## config.mk

```make
export PLATFORM = sky130hd
export DESIGN_NAME = tans_recoder_ctrl
export DESIGN_NICKNAME = d
export VERILOG_FILES = /design/src/rtl/tans_pkg.sv /design/src/rtl/tans_ofifo.sv /design/src/rtl/tans_recoder_ctrl.sv
export SDC_FILE = /design/constraint.sdc
export NUM_CORES = 1
export LEC_CHECK = 0
export BUFFER_PORTS_ARGS = -buffer_cell sky130_fd_sc_hd__buf_2
export CORE_MARGIN = 8
export CORE_UTILIZATION = 33
export DETAILED_ROUTE_END_ITERATION = 12
export GPL_TIMING_DRIVEN = 0
export HOLD_SLACK_MARGIN = 0.06
export SLEW_MARGIN = 10
export SYNTH_ARGS = -nofsm -noshare
export SYNTH_HDL_FRONTEND = slang
export SYNTH_SLANG_ARGS = --single-unit
export TNS_END_PERCENT = 5
```

## constraint.sdc

```tcl
create_clock -name PHI -period 2.3 [get_ports PHI]
set_input_delay 0.46 -clock PHI [delete_from_list [all_inputs] [get_ports PHI]]
set_output_delay 0.46 -clock PHI [all_outputs]
set_load 0.01 [all_outputs]
```

## src/rtl/tans_pkg.sv

```systemverilog
// Shared types and widths for the tANS recoder controller: FSM states,
// output FIFO entry layout and the recoder result masking helper.
package tans_pkg;

  localparam int STATE_W = 4;
  localparam int BITS_W  = 3;
  localparam int LEN_W   = 2;

  typedef enum logic [1:0] {
    ST_IDLE   = 2'd0,
    ST_STREAM = 2'd1,
    ST_DRAIN  = 2'd2,
    ST_DONE   = 2'd3
  } tans_state_e;

  typedef struct packed {
    logic [BITS_W-1:0] bits;
    logic [LEN_W-1:0]  len;
  } ofifo_entry_t;

  // Keep only the low 'len' bits of the recoder's o_stream word.
  function automatic logic [BITS_W-1:0] mask_bits(input logic [BITS_W-1:0] ostream,
                                                  input logic [LEN_W-1:0]  len);
    logic [BITS_W-1:0] m;
    m = '0;
    for (int i = 0; i < BITS_W; i++) begin
      if (i < int'(len)) m[i] = 1'b1;
    end
    return ostream & m;
  endfunction

endpackage

```

## src/rtl/tans_ofifo.sv

```systemverilog
// Output FIFO of {bits, len} entries with an occupancy count; pointers wrap
// modulo DEPTH so any depth >= 2 is legal.
module tans_ofifo
  import tans_pkg::*;
#(
  parameter int DEPTH = 4
) (
  input  logic                       PHI,
  input  logic                       RST_N,
  input  logic                       push,
  input  ofifo_entry_t               push_data,
  input  logic                       pop,
  output ofifo_entry_t               head,
  output logic [$clog2(DEPTH+1)-1:0] count
);

  localparam int CW = $clog2(DEPTH + 1);
  localparam int PW = $clog2(DEPTH);

  ofifo_entry_t  mem [DEPTH];
  logic [PW-1:0] wr_ptr;
  logic [PW-1:0] rd_ptr;
  logic          do_pop;

  function automatic logic [PW-1:0] ptr_inc(input logic [PW-1:0] p);
    return (p == PW'(DEPTH - 1)) ? '0 : p + PW'(1);
  endfunction

  assign do_pop = pop && (count != '0);
  assign head   = mem[rd_ptr];

  always_ff @(posedge PHI) begin
    if (push) mem[wr_ptr] <= push_data;
  end

  always_ff @(posedge PHI or negedge RST_N) begin
    if (!RST_N) begin
      wr_ptr <= '0;
      rd_ptr <= '0;
      count  <= '0;
    end else begin
      if (push)   wr_ptr <= ptr_inc(wr_ptr);
      if (do_pop) rd_ptr <= ptr_inc(rd_ptr);
      case ({push, do_pop})
        2'b10:   count <= count + CW'(1);
        2'b01:   count <= count - CW'(1);
        default: count <= count;
      endcase
    end
  end

  // The controller's credit scheme must never let a push land on a full FIFO.
  assert property (@(posedge PHI) disable iff (!RST_N) push |-> (count != CW'(DEPTH)));

endmodule

```

## src/rtl/tans_recoder_ctrl.sv

```systemverilog
// Feeds Huffman bits into a fixed-latency tANS recoder, collects non-empty
// results into an output FIFO and reports the final state per message.
module tans_recoder_ctrl
  import tans_pkg::*;
#(
  parameter int PIPE_LAT    = 3,
  parameter int OFIFO_DEPTH = 4
) (
  input  logic               PHI,
  input  logic               RST_N,
  input  logic               in_valid,
  output logic               in_ready,
  input  logic               in_bit,
  input  logic               in_last,
  output logic               rec_bit,
  output logic               rec_if,
  input  logic [LEN_W-1:0]   rec_btr,
  input  logic [BITS_W-1:0]  rec_ostream,
  input  logic [STATE_W-1:0] rec_final,
  output logic               out_valid,
  input  logic               out_ready,
  output logic [BITS_W-1:0]  out_bits,
  output logic [LEN_W-1:0]   out_len,
  output logic               msg_done,
  output logic [STATE_W-1:0] msg_state,
  output logic [1:0]         fsm_state
);

  // Handshakes: a transfer happens on a rising PHI edge where valid && ready;
  // ready never depends on valid, and the sender holds data while valid && !ready.

  localparam int CW = $clog2(OFIFO_DEPTH + 1);
  localparam int IW = $clog2(PIPE_LAT + 1);

  tans_state_e         state, state_nxt;
  logic                run_q;
  logic [PIPE_LAT-1:0] vld_sr;
  logic [IW-1:0]       inflight_count;
  logic [CW-1:0]       ofifo_count;
  logic                credit_ok;
  logic                accept;
  logic                retire;
  logic                push;
  logic                pop;
  logic                capture;
  ofifo_entry_t        push_data;
  ofifo_entry_t        head;

  always_comb begin
    inflight_count = '0;
    for (int i = 0; i < PIPE_LAT; i++) begin
      inflight_count = inflight_count + IW'(vld_sr[i]);
    end
  end

  // Every issued bit reserves a FIFO slot until it retires.
  assign credit_ok = (32'(ofifo_count) + 32'(inflight_count)) < 32'(OFIFO_DEPTH);
  assign accept    = in_valid && in_ready;
  assign rec_bit   = accept && in_bit;
  assign retire    = vld_sr[PIPE_LAT-1];
  assign push      = retire && (rec_btr != '0);
  assign push_data = '{bits: mask_bits(rec_ostream, rec_btr), len: rec_btr};
  assign pop       = out_valid && out_ready;
  assign fsm_state = state;

  always_comb begin
    state_nxt = state;
    in_ready  = 1'b0;
    rec_if    = 1'b0;
    msg_done  = 1'b0;
    capture   = 1'b0;
    case (state)
      ST_IDLE: begin
        in_ready = run_q && credit_ok;
        if (in_valid && run_q && credit_ok) begin
          rec_if    = 1'b1;
          state_nxt = in_last ? ST_DRAIN : ST_STREAM;
        end
      end
      ST_STREAM: begin
        in_ready = run_q && credit_ok;
        if (in_valid && run_q && credit_ok && in_last) state_nxt = ST_DRAIN;
      end
      ST_DRAIN: begin
        // Leave once the last result is retiring now; final_state arrives with it.
        if (inflight_count == IW'(retire)) begin
          capture   = 1'b1;
          state_nxt = ST_DONE;
        end
      end
      ST_DONE: begin
        msg_done  = 1'b1;
        state_nxt = ST_IDLE;
      end
      default: state_nxt = ST_IDLE;
    endcase
  end

  always_ff @(posedge PHI or negedge RST_N) begin
    if (!RST_N) begin
      state     <= ST_IDLE;
      run_q     <= 1'b0;
      vld_sr    <= '0;
      msg_state <= '0;
    end else begin
      state     <= state_nxt;
      run_q     <= 1'b1;
      vld_sr[0] <= accept;
      for (int i = 1; i < PIPE_LAT; i++) vld_sr[i] <= vld_sr[i-1];
      if (capture) msg_state <= rec_final;
    end
  end

  tans_ofifo #(.DEPTH(OFIFO_DEPTH)) u_ofifo (
    .PHI       (PHI),
    .RST_N     (RST_N),
    .push      (push),
    .push_data (push_data),
    .pop       (pop),
    .head      (head),
    .count     (ofifo_count)
  );

  assign out_valid = (ofifo_count != '0);
  assign out_bits  = head.bits;
  assign out_len   = head.len;

endmodule

```

### Word-level counts from Yosys, hierarchy flattened

Memory sizes are Yosys's and may differ from the RTL's.
Cells that the tools add are included.

| storage, ports and cells | value |
|---|---|
| register bits after elaboration | 17 |
| memory bits (writable) | 20 |
| input bits | 15 |
| memories kept | 1 |

| operators by class | value |
|---|---|
| $add $sub $neg | 7 |
| order comparisons | 4 |
| equal/unequal tests | 11 |
| multiplexer cells | 19 |
| bitwise gates (word level) | 1 |
| reductions and logical operators | 15 |

Memories:

| name | depth | bits a word | rd ports | clocked after memory_dff | write ports | RTL line | source |
|---|---|---|---|---|---|---|---|
| u_ofifo.mem | 4 | 5 | 1 | 0 | 1 | tans_ofifo.sv:20 | `ofifo_entry_t mem [DEPTH];` |

Operators with widths:

| cell | count |
|---|---|
| $mux W2 | 6 |
| $mux W1 | 11 |
| $eq A2 B2 Y1 const B | 5 |
| $logic_and A1 B1 Y1 | 9 |
| $pmux W2 S4 | 1 |
| $ne A2 B2 Y1 const B | 3 |
| $pmux W3 S2 | 1 |
| $add A2 B1 Y2 const B | 2 |
| $add A3 B2 Y4 | 1 |
| $eq A2 B1 Y1 const B | 2 |
| $lt A1 B2 Y1 const A | 2 |
| $lt A4 B3 Y1 const B | 1 |
| $reduce_bool A2 Y1 | 2 |
| $add A3 B1 Y3 const B | 1 |
| $and A3 B3 Y3 | 1 |
| $reduce_and A3 Y1 | 1 |
| $reduce_bool A3 Y1 | 1 |
| $sub A3 B1 Y3 const B | 1 |
| $add A1 B1 Y2 | 1 |
| $add A2 B1 Y2 | 1 |
| $eq A2 B1 Y1 | 1 |
| $logic_not A2 Y1 | 1 |
| $lt A2 B2 Y1 const A | 1 |
| $reduce_or A2 Y1 | 1 |

### Depth between registers and ports, before layout

Gate-level depths: netlist (run 1).

| depth | value |
|---|---|
| depth in word-level cells | 8 |
| depth in mapped cells | 9 |
| mapped depth without buffers | 9 |

### Cells and area by module

From an unflattened synthesis (run 1), not the netlist that was laid out.

| unflattened totals | value |
|---|---|
| cells, all modules | 119 |
| area, all modules | 1,747.9 um^2 |

Modules (own cells, without submodules):

| module | times used | cells an instance | area an instance (um^2) |
|---|---|---|---|
| tans_ofifo | 1 | 64 | 1,156.1 |
| tans_recoder_ctrl | 1 | 55 | 591.8 |

### Worst setup path before layout (run 1)

No wires, ideal clock.

| timing path | value |
|---|---|
| path kind | flip-flop to flip-flop |
| start | reg vld_sr[0] |
| end | reg state[0], in the netlist fsm_state[0] |
| library setup time | 0.079 ns |
| data arrival time | 1.951 ns |
| required time | 2.221 ns |
| setup slack | 0.269 ns |
| cell stages (with the launch flop) | 7 |
| path buffers | 0 |
| cell sequence | dfrtp_1 fa_1 ha_1 nand3_2 nand4_2 a222oi_1 mux2i_1 |

| on the way | value |
|---|---|
| cells in the longest elaborated chain, start to end | 8 |

Ends and longest elaborated chain:

| item | RTL line | source |
|---|---|---|
| start, declared | tans_recoder_ctrl.sv:37 | `logic [PIPE_LAT-1:0] vld_sr;` |
| start signal, assigned | tans_recoder_ctrl.sv:108 | `vld_sr[0] <= accept;` |
| $add A1 B1 Y2 (*) | tans_recoder_ctrl.sv:52 | `inflight_count = inflight_count + IW'(vld_sr[i]);` |
| $add A2 B1 Y2 (*) | tans_recoder_ctrl.sv:52 |  |
| $add A3 B2 Y4 | tans_recoder_ctrl.sv:57 | `assign credit_ok = (32'(ofifo_count) + 32'(inflight_count)) < 32'(OFIFO_DEPTH);` |
| $lt A4 B3 Y1 | tans_recoder_ctrl.sv:57 |  |
| $logic_and A1 B1 Y1 | tans_recoder_ctrl.sv:75, tans_recoder_ctrl.sv:82 |  |
| $logic_and A1 B1 Y1 | tans_recoder_ctrl.sv:82 | `if (in_valid && run_q && credit_ok && in_last) state_nxt = ST_DRAIN;` |
| $ne A2 B2 Y1 (no source line) | - |  |
| $reduce_and A3 Y1 (no source line) (*) | - |  |
| end signal, assigned | tans_recoder_ctrl.sv:106 | `state <= state_nxt;` |
| end, declared | tans_recoder_ctrl.sv:35 | `tans_state_e state, state_nxt;` |

Every way passes the cells marked *; elsewhere a longest branch is shown, timed or not.
A chain may end at the register's enable or synchronous reset.

### Worst setup path in the final report (run 1)

| timing path | value |
|---|---|
| start | reg vld_sr[0] |
| end | out rec_bit |

| on the way | value |
|---|---|
| cells in the longest elaborated chain, start to end | 8 |

Ends and longest elaborated chain:

| item | RTL line | source |
|---|---|---|
| $add A1 B1 Y2 | tans_recoder_ctrl.sv:52 |  |
| $add A2 B1 Y2 | tans_recoder_ctrl.sv:52 |  |
| $add A3 B2 Y4 | tans_recoder_ctrl.sv:57 |  |
| $lt A4 B3 Y1 | tans_recoder_ctrl.sv:57 |  |
| $logic_and A1 B1 Y1 | tans_recoder_ctrl.sv:74, tans_recoder_ctrl.sv:81 |  |
| $mux W1 | - |  |
| $logic_and A1 B1 Y1 | tans_recoder_ctrl.sv:58 | `assign accept = in_valid && in_ready;` |
| net accept | tans_recoder_ctrl.sv:41 | `logic accept;` |
| $logic_and A1 B1 Y1 | tans_recoder_ctrl.sv:59 | `assign rec_bit = accept && in_bit;` |
| end, declared | tans_recoder_ctrl.sv:15 | `output logic rec_bit,` |

The timed path passes the listed nets, and every way through them passes these cells.

==> out/metrics.yaml, run 1 <==
maxCapViolations: 0
area_growth_pct: 20.8
first_iter_violations: 48
p_comb_share_pct: 40.6
crit_type: "register to output pin"
nFillCells: 472
ys_seq_elements: 37
drc: 0
worst_slew_pin_slew_ps: 552
synth_area_um2: 1690
ant_nets: 0
post-route-period-util_pct: 101
die_y_um: 87.6
clock_latency_ps: 280
hold_class: "input port to async pin"
grt_setup_unrepaired: "yes"
first_pass_iters: 4
clock_skew_ps: 3.93
slew_headroom_pct: 63.2
nets: 179
outcome: "complete, but fails checks"
grt_max_degree: 18
cts_buffer_depth: 2
dp_hpwl_um: 2320
finalSetupViolCount: 1
synthTopCellsByCount: "edfxtp_1 (20), dfrtp_1 (17), inv_1 (13)"
start_util_pct: 33.5
cp-start-kind: "register"
post_layout_nonfiller_instances: 221
clock.fmax_mhz: 429
power.density_nw_per_um2: 1150
cts.sinks: 37
wl_per_cell_um: 14.3
dieWidth_um: 87.6
cts_tree: "built"
power.share.clock_pct: 17.4
seq_area_frac_synth_pct: 60.7
vias: 985
viasPerCell: 4.46
worst_ep_required_time_ps: 1840
grtUsageTotal_pct: 9.00
syn_area_per_cell_um2: 15.1
arrival_ps: 1870
cts_hold_buffers: 0
drive_gt1_share_pct: 37.1
cts_root_buf: "clkbuf_8"
num_antenna_cells: 0
placedCellCount: 212
async_flop_share_pct: 45.9
antenna_found_initial: 0
switching_share_pct: 34.6
critPathCaptureType: "output pin"
critPathTopFamily: "adder cells"
core_um2: 5040
ys.warnings.count: 0
synth.most_common_cell: "edfxtp_1"
intPower_w: 0.00153
hold_viol_final: 0
synth_fp_nets: 140
ir_drop_mv: 0.546
slew_viol_final: 0
num_rows: 26
period_needed_ps: 2330
synth_ff_type: "edfxtp_1"
yosys.area.top_type_share_pct: 35.5
cp_num_buf_inv: 1
sequentialPowerShare_pct: 42.1
synth.area.top_cells: "edfxtp_1 (36%), dfrtp_1 (25%), ha_1 (8.1%), mux4_2 (6.7%), mux2_2 (3.3%)"
ys_types: 28
p_leak_nw: 0.897
critPathMaxFanout: 2
pre_cts_ws_ps: 107
grt_pass1_vias: 1110
worst_slack_ps: -28.9
dieArea_um2: 7670
synth-edff-count: 20
yosysTopAreaCell: "edfxtp_1"
gp_congestion: 0.729
numPortBuffers: 30
cpPeakStageDelay_ps: 420
htreeDepth: 2
syn_inst: 112
numCtsBuffers: 5
worstPathCellList: "fa_2 -> ha_4 -> nand3_2 -> nand4_2 -> nor2_2 -> and2_1 -> buf_2"
grt_pass1_wl_um: 5240
overflow: 0
violations: "setup timing"
clkSlewWorstSetupHoldPaths_ps: 60
drt-total-wl_um: 3150
slowest_stage: "fa_2"
io_pins: 31
power_switching_w: 0.000810
## flip-flops by register name, summed over array words and instances, names as in the netlist
signal / cells
u_ofifo.mem: 20
u_ofifo.count: 3
u_ofifo.rd_ptr: 2
vld_sr: 3
msg_state: 4
run_q: 1
fsm_state: 2
u_ofifo.wr_ptr: 2
## cells by family (layout without fill, tap and decap cells)
kind of cell,Yosys count,count (layout),share of synthesized area [%]
other,1,1,0.222
muxes,15,15,12.9
xor gates and xnor gates,4,4,2.07
DFF,37,37,60.7
buffers and inverters,14,53,3.18
adders and majority gates,13,13,10.5
and+or+nand+nor,22,22,7.92
AOI/OAI and AO/OA,6,6,2.51
## layout make-up
type	count	area (µm²)	area share [%]
inverters	13	48.8	2.39
multi-input cells	61	634	31.0
repair buffers	32	165	8.08
flip-flops and latches	37	1030	50.2
plain buffers	1	5.00	0.245
clock inverters	1	3.75	0.184
well taps	70	87.6	4.29
clock buffers	6	72.6	3.55
## per-layer routing
metal	vias to the layer above	GRT usage, %	wire [µm]
li1	467	-	-
met1	485	10.3	1360
met2	29	14.6	1540
met3	4	3.66	223
met4	0	3.75	33
met5	-	0	0
## stage by stage
step	hold slack [ps]	TNS, ps	util, %	power (W)	instance area [µm²]
2_1_floorplan	164	0	-	0.00163	1690
3_3_place_gp	394	0	38.3	0.00188	1930
3_5_place_dp	404	0	38.3	0.00193	1930
4_1_cts	107	-48.7	40.5	0.00237	2040
5_1_grt	112	-253	40.5	0.00253	2040
6_report	101	-28.9	40.5	0.00234	2040
## worst reg2reg max path, delay by kind of cell (launching register included)
kind | cells | cell delay [ps]
buffers and inverters | 1 | 150
flip-flops | 1 | 400
adder cells (fa/ha/maj) | 2 | 650
AND/OR/NAND/NOR | 2 | 170
multiplexers | 1 | 240
AO/OA/AOI/OAI | 1 | 520
## power by group through the flow
stage	Clock [W]	Sequential, W	Combinational, W
after floorplan	0	0.000983	0.000651
after global routing	0.000453	0.00100	0.00107
after detailed placement	0	0.000989	0.000938
after CTS	0.000420	0.000986	0.000963
after global placement	0	0.000977	0.000902
final	0.000406	0.000984	0.000950
## worst paths after layout
path                                startpoint                            to  slack (ps)  depth (start not counted)
setup / recovery           vld_sr[0]$_DFF_PN0_                       rec_bit         -30                          7
hold / removal                           RST_N      fsm_state[1]$_DFFE_PN0P_         100                          1
setup reg to reg           vld_sr[0]$_DFF_PN0_      fsm_state[1]$_DFFE_PN0P_         110                          7
hold reg to reg            vld_sr[1]$_DFF_PN0_           vld_sr[2]$_DFF_PN0_         420                          0
max in group asynchronous                RST_N  u_ofifo.count[2]$_DFFE_PN0P_        1910                          1
min in group PHI                  rec_final[0]      msg_state[0]$_DFFE_PN0P_         420                          2
## layout by cell type, fill, tap and decap left out, drive strengths merged, types with 2 or more instances in the layout
master  netlist  layout
nor2          6       6
mux2          5       5
xor2          2       2
mux2i         5       5
buf           1      33
o21a          2       2
fa            2       2
edfxtp       20      20
ha           11      11
nand2         2       2
dfrtp        17      17
and2          6       6
mux4          5       5
clkbuf        0       6
or3           2       2
inv          13      13
o21ai         2       2
xnor2         2       2
## timing repair
item / 4_1_cts / 5_1_grt
resized for setup: 3 / 1
pin swaps: 3 / 2
setup endpoints to repair: 3 / 3
gates cloned: 0 / 0
setup buffers: 2 / 0
Note: power is estimated with default switching activity, not from simulation.
==> run 2: changes to the inputs <==
--- a/config.mk
+++ b/config.mk
@@ -7,10 +7,11 @@
 export LEC_CHECK = 0
 export BUFFER_PORTS_ARGS = -buffer_cell sky130_fd_sc_hd__buf_2
 export CORE_MARGIN = 8
-export CORE_UTILIZATION = 33
+export CORE_UTILIZATION = 45
 export DETAILED_ROUTE_END_ITERATION = 12
 export GPL_TIMING_DRIVEN = 0
 export HOLD_SLACK_MARGIN = 0.06
+export PLACE_DENSITY = 0.67
 export SLEW_MARGIN = 10
 export SYNTH_ARGS = -nofsm -noshare
 export SYNTH_HDL_FRONTEND = slang
==> run 2 against run 1 <==
Compared with the run above:
- combinational power rose by 3.5%
- fmax decreased by 0.91%
- count of clock-buffer cells in the layout decreased by 1
- clock skew rose by 1.3 ps
- sequential share of layout area fell by 0.15 points
- cell count decreased by 9.0%
- design area rose by 0.31%
- register-to-register slack barely moved
- via count decreased by 2.1%
- non-clock buffer count is 1 higher
- worst hold slack lost 20 ps
- the run still ends with setup timing left
==> out/metrics.yaml, run 2 (synthesized netlist as in run 1, its figures left out) <==
outcome: "complete, but fails checks"
violations: "setup timing"
startpoint: "vld_sr[0]$_DFF_PN0_"
use_met1_pct: 12.4
drive_gt1_share_pct: 37.9
finish.utilization_pct: 56.4
p_leak_nw: 0.903
arrival_ps: 1890
regToRegEndpoint: "fsm_state[0]$_DFFE_PN0P_"
power.density_nw_per_um2: 1160
antenna_found_initial: 0
first_iter_violations: 51
grt_setup_unrepaired: "yes"
overflow: 0
worst_slew_pin_slew_ps: 539
clkSlewWorstSetupHoldPaths_ps: 70
num_rows: 22
io_pins: 31
rrSetupSlack_ps: 110
crit_type: "register to output pin"
slew_headroom_pct: 64.1
vias: 964
clock.fmax_mhz: 425
top_register: "u_ofifo.mem"
numPortBuffers: 30
ant_nets: 0
grt_pass1_wl_um: 5190
critPathMaxFanout: 2
use_met3_pct: 4.78
die_y_um: 77.3
worst_ep_required_time_ps: 1840
wl_per_cell_um: 14.9
period_needed_ps: 2350
hold_viol_final: 0
cp-start-kind: "register"
ir_drop_mv: 0.536
nets: 180
num_antenna_cells: 0
reg2reg_depth: 7
critPathCaptureType: "output pin"
clock_skew_ps: 5.22
power_w: 0.00238
slew_viol_final: 0
worst_slack_ps: -50.3
post-route-period-util_pct: 102
dieArea_um2: 5980
postLayoutCellArea_um2: 2050
core_um2: 3630
final_common_cell: "buf_2"
nFillCells: 337
dp_hpwl_um: 2310
drc: 0
htreeDepth: 2
clock_latency_ps: 290
cts_tree: "built"
first_pass_iters: 4
numCtsBuffers: 5
met2_usage_pct: 18.0
cts.sinks: 37
worstSetupEndpoint: "rec_bit"
finalSetupViolCount: 2
most-common-layout-cells: "buf_2 (31), edfxtp_1 (20), dfrtp_1 (17), inv_1 (13), ha_1 (10)"
cts_root_buf: "clkbuf_8"
area_growth_pct: 21.2
holdWs_ps: 81.4
grtUsageTotal_pct: 11.2
viasPerCell: 4.80
hold_class: "input port to async pin"
start_util_pct: 46.6
drt-total-wl_um: 2990
gp_congestion: 0.775
largest_reg_flops: 20
grt_max_degree: 18
grt_pass1_vias: 1058
dieWidth_um: 77.3
top_usage_layer: "met2"
cts_buffer_depth: 2
cts_hold_buffers: 0
r2r_start: "vld_sr[0]$_DFF_PN0_"
placed_area_um2: 1900
maxCapViolations: 0
reg_top3: "u_ofifo.mem (20), msg_state (4)"
-- run 2: final cells by class --
class / count / area (µm²) / share of cell area, %
buffer: 1 / 5.00 / 0.244
clock inverter: 3 / 12.5 / 0.610
multi-input combinational: 61 / 656 / 32.0
clock buffer: 5 / 68.8 / 3.36
inverter: 13 / 48.8 / 2.38
tap: 48 / 60.1 / 2.93
timing repair buffer: 33 / 173 / 8.42
sequential: 37 / 1030 / 50.1
-- run 2: where the power goes --
part	total [W]	switching, W	leakage [nW]	internal (W)
Clock	0.000415	0.000211	0.0430	0.000203
Combinational	0.000983	0.000489	0.471	0.000494
Sequential	0.000985	0.000137	0.389	0.000848
Total	0.00238	0.000838	0.903	0.00155
-- run 2: how the worst min path moves through the flow --
stage	slack [ps]	from	endpoint
after global placement	400	RST_N	fsm_state[1]$_DFFE_PN0P_
after detailed placement	400	RST_N	fsm_state[0]$_DFFE_PN0P_
after global routing	100	RST_N	msg_state[2]$_DFFE_PN0P_
final	80	RST_N	msg_state[2]$_DFFE_PN0P_
after floorplan	160	RST_N	fsm_state[0]$_DFFE_PN0P_
after CTS	80	RST_N	msg_state[2]$_DFFE_PN0P_
-- run 2: per-stage QoR --
stage	std cells	setup WS [ps]	TNS (ps)
after global routing	201	-123	-313
after detailed placement	190	84.9	0
after floorplan	112	269	0
after global placement	190	135	0
after CTS	201	-79.9	-125
final	201	-50.3	-79.3
-- run 2: layer usage --
| metal | up-vias | part of all wire, % |
|---|---|---|
| li1 | 470 | - |
| met1 | 466 | 40 |
| met2 | 22 | 52 |
| met3 | 6 | 5.9 |
| met4 | 0 | 2.1 |
| met5 | - | 0 |
-- run 2: repair_timing --
item                                    CTS  global route
pin swaps                                 3             4
buffers inserted                          3             0
cloned                                    0             0
resized for setup                         6             1
endpoints found under the setup margin    3             5
hold endpoints to repair                  0             0
-- run 2: worst max-delay path, stage by stage (launching register included) --
cell	delay, ps
dfrtp_1	410
fa_2	420
ha_4	290
nand3_4	80
nand4_4	90
nor2_4	40
and2_1	150
buf_2	130
